--- config.mk ---
export PLATFORM = sky130hd
export DESIGN_NAME = reg_bank8
export DESIGN_NICKNAME = d
export VERILOG_FILES = /design/src/rtl/brisc_pkg.sv /design/src/rtl/reg_sb8.sv /design/src/rtl/reg_bank8.sv
export SDC_FILE = /design/constraint.sdc
export NUM_CORES = 1
export LEC_CHECK = 0
export CELL_PAD_IN_SITES_DETAIL_PLACEMENT = 0
export CELL_PAD_IN_SITES_GLOBAL_PLACEMENT = 2
export CORE_MARGIN = 10
export CORE_UTILIZATION = 25
export CTS_CLUSTER_SIZE = 40
export DETAILED_ROUTE_END_ITERATION = 12
export GPL_ROUTABILITY_DRIVEN = 0
export HOLD_SLACK_MARGIN = 0.02
export PLACE_DENSITY = 0.78
export SLEW_MARGIN = 20
export SYNTH_ARGS = -nofsm -noshare
export SYNTH_HDL_FRONTEND = slang
export SYNTH_SLANG_ARGS = --single-unit
--- constraint.sdc ---
create_clock -name clk -period 1.25 [get_ports clk]
set_input_delay 0.25 -clock clk [delete_from_list [all_inputs] [get_ports clk]]
set_output_delay 0.25 -clock clk [all_outputs]
set_load 0.02 [all_outputs]
--- src/rtl/brisc_pkg.sv ---
// ============================================================================
// brisc_pkg : shared register-file sizing and register-index type
// Revision  : 1.0
// ============================================================================
`default_nettype none

package brisc_pkg;

  localparam int NUM_REGS   = 8;
  localparam int REG_ADDR_W = 3;

  typedef logic [REG_ADDR_W-1:0] reg_idx_t;

endpackage

`default_nettype wire

--- src/rtl/reg_sb8.sv ---
// ============================================================================
// reg_sb8 : per-register pending-write (busy) flags with reservation handshake
// Revision : 1.0
// ============================================================================
`default_nettype none

module reg_sb8
  import brisc_pkg::*;
(
  input  logic                clk,
  input  logic                rst_n,
  input  logic                i_wr_fire,
  input  reg_idx_t            i_wr_addr,
  input  logic                i_rsv_valid,
  input  reg_idx_t            i_rsv_addr,
  output logic                o_rsv_ready,
  output logic [NUM_REGS-1:0] o_busy
);

  logic [NUM_REGS-1:0] r_busy;
  logic [NUM_REGS-1:0] w_busy_nxt;
  logic                w_same_reg_wr;
  logic                w_rsv_fire;

  // A write landing this cycle frees the register in time for a new owner.
  assign w_same_reg_wr = i_wr_fire && (i_wr_addr == i_rsv_addr);
  assign o_rsv_ready   = !r_busy[i_rsv_addr] || w_same_reg_wr;
  assign w_rsv_fire    = i_rsv_valid && o_rsv_ready;

  always_comb begin
    w_busy_nxt = r_busy;
    if (i_wr_fire) begin
      w_busy_nxt[i_wr_addr] = 1'b0;
    end
    // Reservation applied last so it wins over a same-register clear.
    if (w_rsv_fire) begin
      w_busy_nxt[i_rsv_addr] = 1'b1;
    end
    w_busy_nxt[0] = 1'b0;
  end

  always_ff @(posedge clk or negedge rst_n) begin
    if (!rst_n) begin
      r_busy <= '0;
    end else begin
      r_busy <= w_busy_nxt;
    end
  end

  assign o_busy = r_busy;

endmodule

`default_nettype wire

--- src/rtl/reg_bank8.sv ---
// ============================================================================
// reg_bank8 : 8-entry register bank, r0 hardwired to zero, optional scoreboard
// Revision  : 1.0   (scoreboard enabled by macro BRISC_SCOREBOARD_EN)
// ============================================================================
`default_nettype none

module reg_bank8
  import brisc_pkg::*;
#(
  parameter int dw = 8
) (
  input  logic                  clk,
  input  logic                  rst_n,
  input  logic                  wr_valid,
  output logic                  wr_ready,
  input  logic [REG_ADDR_W-1:0] wr_addr,
  input  logic [dw-1:0]         wr_data,
  input  logic                  rsv_valid,
  output logic                  rsv_ready,
  input  logic [REG_ADDR_W-1:0] rsv_addr,
  output logic [NUM_REGS-1:0]   busy,
  output logic [dw-1:0]         data_0,
  output logic [dw-1:0]         data_1,
  output logic [dw-1:0]         data_2,
  output logic [dw-1:0]         data_3,
  output logic [dw-1:0]         data_4,
  output logic [dw-1:0]         data_5,
  output logic [dw-1:0]         data_6,
  output logic [dw-1:0]         data_7
);

  logic          r_wr_ready;
  logic          w_wr_fire;
  logic [dw-1:0] r_regs [1:NUM_REGS-1];

  // Held low for the first cycle after reset release, then permanently high.
  always_ff @(posedge clk or negedge rst_n) begin
    if (!rst_n) begin
      r_wr_ready <= 1'b0;
    end else begin
      r_wr_ready <= 1'b1;
    end
  end

  assign wr_ready  = r_wr_ready;
  assign w_wr_fire = wr_valid && r_wr_ready;

  always_ff @(posedge clk or negedge rst_n) begin
    if (!rst_n) begin
      for (int i = 1; i < NUM_REGS; i++) begin
        r_regs[i] <= '0;
      end
    end else begin
      for (int i = 1; i < NUM_REGS; i++) begin
        if (w_wr_fire && (wr_addr == reg_idx_t'(i))) begin
          r_regs[i] <= wr_data;
        end
      end
    end
  end

  assign data_0 = '0;
  assign data_1 = r_regs[1];
  assign data_2 = r_regs[2];
  assign data_3 = r_regs[3];
  assign data_4 = r_regs[4];
  assign data_5 = r_regs[5];
  assign data_6 = r_regs[6];
  assign data_7 = r_regs[7];

`ifdef BRISC_SCOREBOARD_EN
  reg_sb8 u_sb (
    .clk         (clk),
    .rst_n       (rst_n),
    .i_wr_fire   (w_wr_fire),
    .i_wr_addr   (wr_addr),
    .i_rsv_valid (rsv_valid),
    .i_rsv_addr  (rsv_addr),
    .o_rsv_ready (rsv_ready),
    .o_busy      (busy)
  );
`else
  logic w_unused_rsv;

  assign busy         = '0;
  assign rsv_ready    = 1'b1;
  assign w_unused_rsv = ^{rsv_valid, rsv_addr};
`endif

endmodule

`default_nettype wire

# Word level (Yosys, flattened, before mapping)
# Cells that the tools add are included.
dict set report op_classes {
  add_sub_neg 0
  mul 0
  div_mod_pow 0
  n_lt_le_gt_ge 0
  eq_ne 7
  shifts 0
  muxes 0
  bitwise 0
  reduce_logical 8
}
# op n
set op_table {}
lappend op_table {{$eq A3 B3 Y1 const B} 4}
lappend op_table {{$logic_and A1 B1 Y1} 8}
lappend op_table {{$eq A3 B2 Y1 const B} 2}
lappend op_table {{$eq A3 B1 Y1 const B} 1}
dict set report word_totals {
  ff_bits 57
  latch_bits 0
  ram_bits 0
  romBits 0
  inputBits 18
  out_inout_bits 74
  wordCells 23
  mem_count 0
}

# Logic depth before layout (Yosys ltp)
dict set report logic_depth {
  depth_word 2
  mapped_depth 4
  ltp_nobuf 3
}

# Least setup slack after synthesis
# OpenSTA, ideal clock, no wires.
dict set report synth_path {
  path_type {reg2reg}
  start {reg r_wr_ready, in the netlist wr_ready}
  end {reg r_regs (netlist bit data_2[0])}
  setup_time_ps 125
  arrival_time_ps 1338
  required_time_ps 1125
  setup_slack_ps -213
  path_stages_with_launch 5
  path_buffers 1
  synth_period_minus_slack_ps 1463
  path_cell_list {dfrtp_1 > nand3_2 > or3_1 > buf_6 > mux2_2}
}
dict set report synth_via {
  elab_chain_len 2
}
# item line_no
set synth_rtl {}
lappend synth_rtl {{from (decl)} reg_bank8.sv:32} ;# logic r_wr_ready;
lappend synth_rtl {{from (signal assigned)} reg_bank8.sv:39} ;# r_wr_ready <= 1'b0;
lappend synth_rtl {{from (signal assigned)} reg_bank8.sv:41} ;# r_wr_ready <= 1'b1;
lappend synth_rtl {{$logic_and A1 B1 Y1} reg_bank8.sv:46} ;# assign w_wr_fire = wr_valid && r_wr_ready;
lappend synth_rtl {{$logic_and A1 B1 Y1} reg_bank8.sv:55} ;# if (w_wr_fire && (wr_addr == reg_idx_t'(i))) begin
lappend synth_rtl {{to (signal, indexed assignment)} reg_bank8.sv:56} ;# r_regs[i] <= wr_data;
lappend synth_rtl {{to (decl)} reg_bank8.sv:34} ;# logic [dw-1:0] r_regs [1:NUM_REGS-1];
# Every way passes these cells.
# A chain may end at the register's enable or synchronous reset.

# Final worst setup path
dict set report layout_path {
  start {in wr_addr[0]}
  end {reg r_regs (netlist bit data_4[3])}
}
dict set report layout_via {
  elab_chain_len 2
}
# item line_no
set layout_rtl {}
lappend layout_rtl {{from (decl)} reg_bank8.sv:16} ;# input logic [REG_ADDR_W-1:0] wr_addr,
lappend layout_rtl {{$eq A3 B3 Y1} reg_bank8.sv:55}
lappend layout_rtl {{$logic_and A1 B1 Y1} reg_bank8.sv:55}
# Every way passes these cells.

==> impl_metrics.csv <==
group,metric,value,unit
detailed_routing,detail-route-antenna-nets,0,
sta,fin_ws,-0.139,ns
detailed_routing,dr.first_iter.drc_count,30,
placed_design,place_inst,337,
floorplanning,fp.dieW,116,um
worst_setup_path,critical_path.max_fanout,5,
placed_design,io_buffers,70,
detailed_routing,wl_per_cell,18.0,um
sta,max_freq,720,MHz
worst_setup_path,worst-r2r-setup-slack,-0.11,ns
yosys,synth_cells,145,
yosys,synth-simple-area-share,3.40,%
yosys,syn_area,2280,um^2
cts,post_cts_buffers,0,
yosys,synth_top_area_cell,"dfrtp_1",
cts,cts.sinks,57,
worst_setup_path,r2r_cells,4,
worst_hold_path,min_path_type,"in -> async",
job,drv_cap,0,
pwr,cellLeakagePower,1.55,nW
finish,layout-drive-gt1-share,62.9,%
grt,grt_overflow,0,
cts,cts_buffer_depth,2,
placed_design,dpl.hpwl,4740,um
cts,clk_latency,0.33,ns
yosys,synth_area_leaders,"dfrtp_1 (63%), mux2_2 (28%), buf_4 (5.6%), nor2_2 (1.6%), nand2b_1 (0.55%)",
yosys,syn_avg_cell_area,15.7,um^2
finish,layout.cells.non_filler,353,
floorplanning,die_h,116,um
yosys,synth_top_family_by_area,"multiplexers",
yosys,synthMuxAreaShare,27.6,%
yosys,ys_seq_area_share,62.5,%
cts,numCtsBuffers,9,
grt,grt_usage,9.72,%
sta,fin_crit,1.39,ns
worst_setup_path,crit_required,1.46,ns
pwr,power_density,1780,nW/um^2
floorplanning,die_area,13300,um^2
sta,finalSetupTns,-5.34,ns
pwr,finalPower,5.79,mW
floorplanning,fp-row-count,34,
sta,fin_skew,0.00230,ns
grt,grt_first_pass_wirelength,9690,um
floorplanning,coreArea,8810,um^2
finish,nets,259,
sta,setup_viol,56,
finish,areaGrowthSynthToFinish,42.3,%
run_status,status,"finished with violations",
grt,antenna_found_initial,0,
worst_setup_path,crit_arrival,1.60,ns
yosys,synth_xor_area_share,0,%
finish,antenna_cells,0,
grt,grt_max_degree,58,
floorplanning,start_util,25.9,%
worst_setup_path,endpoint,"data_4[3]$_DFFE_PN0P_",
finish,final_common_cell,"dfrtp_1",
cts,cts_tree,"done",
worst_setup_path,crit_type,"in -> reg",
grt,grt_pass1_vias,1650,
cts,h-tree-depth,3,
worst_setup_path,r2r_start,"wr_ready$_DFF_PN0_",
cts,cts-root-buf,"clkbuf_8",
cts,clkSlewWorstSetupHoldPaths,0.06,ns
worst_setup_path,critPathLaunchType,"primary input",
pwr,peakVddDrop,0.856,mV
detailed_routing,drc,0,
floorplanning,pin_count,92,
detailed_routing,routed_wl,6360,um
yosys,yosys_warnings,0,
yosys,synth-seq-cells,57,
detailed_routing,drt-pass1-iter-count,2,
sta,fin_crit_sh,111,%
worst_setup_path,cp-end-kind,"flop",
worst_setup_path,r2r-end,"data_2[3]$_DFFE_PN0P_",
run_status,violations,"negative setup slack",
sta,finalHoldViolCount,0,
yosys,synth_compound_area_share,0,%
sta,grt_setup_unrepaired,"true",
finish,final_cell_mix,"dfrtp_1 (56), buf_2 (48), mux2_2 (42), conb_1 (18), mux2_4 (14)",
detailed_routing,vias,1478,
yosys,netlist.area_leader.share,62.5,%
sta,report.final.slew_viol_count,0,
worst_setup_path,cp-startpoint,"wr_addr[0]",
detailed_routing,viasPerCell,4.19,
yosys,synth-adder-area-share,0,%
yosys,synth.distinct_cells,11,
## where the power goes
group | switching (mW) | internal, mW | total [mW]
Combinational | 1.00 | 0.762 | 1.76
Clock | 0.679 | 0.859 | 1.54
Sequential | 0.224 | 2.27 | 2.49
## layout make-up
class | count | area (um^2)
repair buffers | 87 | 656
fillers | 874 | 5560
well taps | 108 | 135
multi-input cells | 86 | 848
clock inverters | 3 | 15.0
flip-flops and latches | 57 | 1430
clock buffers | 12 | 165
## stage by stage
stage / instance area, um^2 / hold WS [ns] / setup WS (ns) / utilization (%)
2_1_floorplan: 2340 / -0.0456 / -0.140 / -
3_3_place_gp: 3180 / 0.281 / -0.553 / 36.1
3_5_place_dp: 3180 / 0.285 / -0.565 / 36.1
4_1_cts: 3420 / 0.454 / -0.119 / 38.8
5_1_grt: 3250 / 0.459 / -0.198 / 36.9
6_report: 3250 / 0.446 / -0.139 / 36.9
## metal layers
metal / track usage (%) / routed length, um / up-vias
met5: 0 / 0 / -
met4: 3.55 / 68 / 0
met3: 5.01 / 507 / 7
met2: 15.2 / 3090 / 53
met1: 11.2 / 2690 / 759
li1: - / - / 659
## worst max-delay path: stages
cell	delay, ns
clkdlybuf4s50_1	0.46
nand2b_1	0.23
nor2_2	0.16
buf_4	0.17
mux2_2	0.33
## how the worst min path moves through the flow
| stage | endpoint | slack [ns] | cells past startpoint |
|---|---|---|---|
| finish | wr_ready$_DFF_PN0_ | 0.45 | 3 |
| global route | wr_ready$_DFF_PN0_ | 0.46 | 3 |
| CTS | data_2[5]$_DFFE_PN0P_ | 0.45 | 3 |
| detailed placement | data_1[5]$_DFFE_PN0P_ | 0.29 | 2 |
| global placement | wr_ready$_DFF_PN0_ | 0.28 | 2 |
| floorplan | data_1[0]$_DFFE_PN0P_ | -0.05 | 0 |
## state kept, by name, summed over array words and instances (netlist names)
signal,cells
data_6,8
data_3,8
wr_ready,1
data_5,8
data_1,8
data_4,8
data_7,8
data_2,8
## kinds of logic after synthesis
| family | after synthesis |
|---|---|
| DFF | 57 |
| buffers and inverters | 18 |
| other | 2 |
| muxes | 56 |
| and+or+nand+nor | 12 |
## cells in the mapped netlist
master / number
buf_4: 17
buf_6: 1
conb_1: 2
dfrtp_1: 57
mux2_2: 56
nand2_1: 1
nand2b_1: 2
nand3_2: 1
nand3b_1: 1
nor2_2: 6
or3_1: 1
## repair_timing
| item | in CTS | in global routing |
|---|---|---|
| resized for setup | 203 | 44 |
| setup endpoints to repair | 113 | 88 |
| hold buffers | 1 | 0 |
| pin swaps | 2 | 3 |
| hold endpoints to repair | 57 | 0 |
| cloned | 0 | 0 |
(Power assumes the default switching activity.)
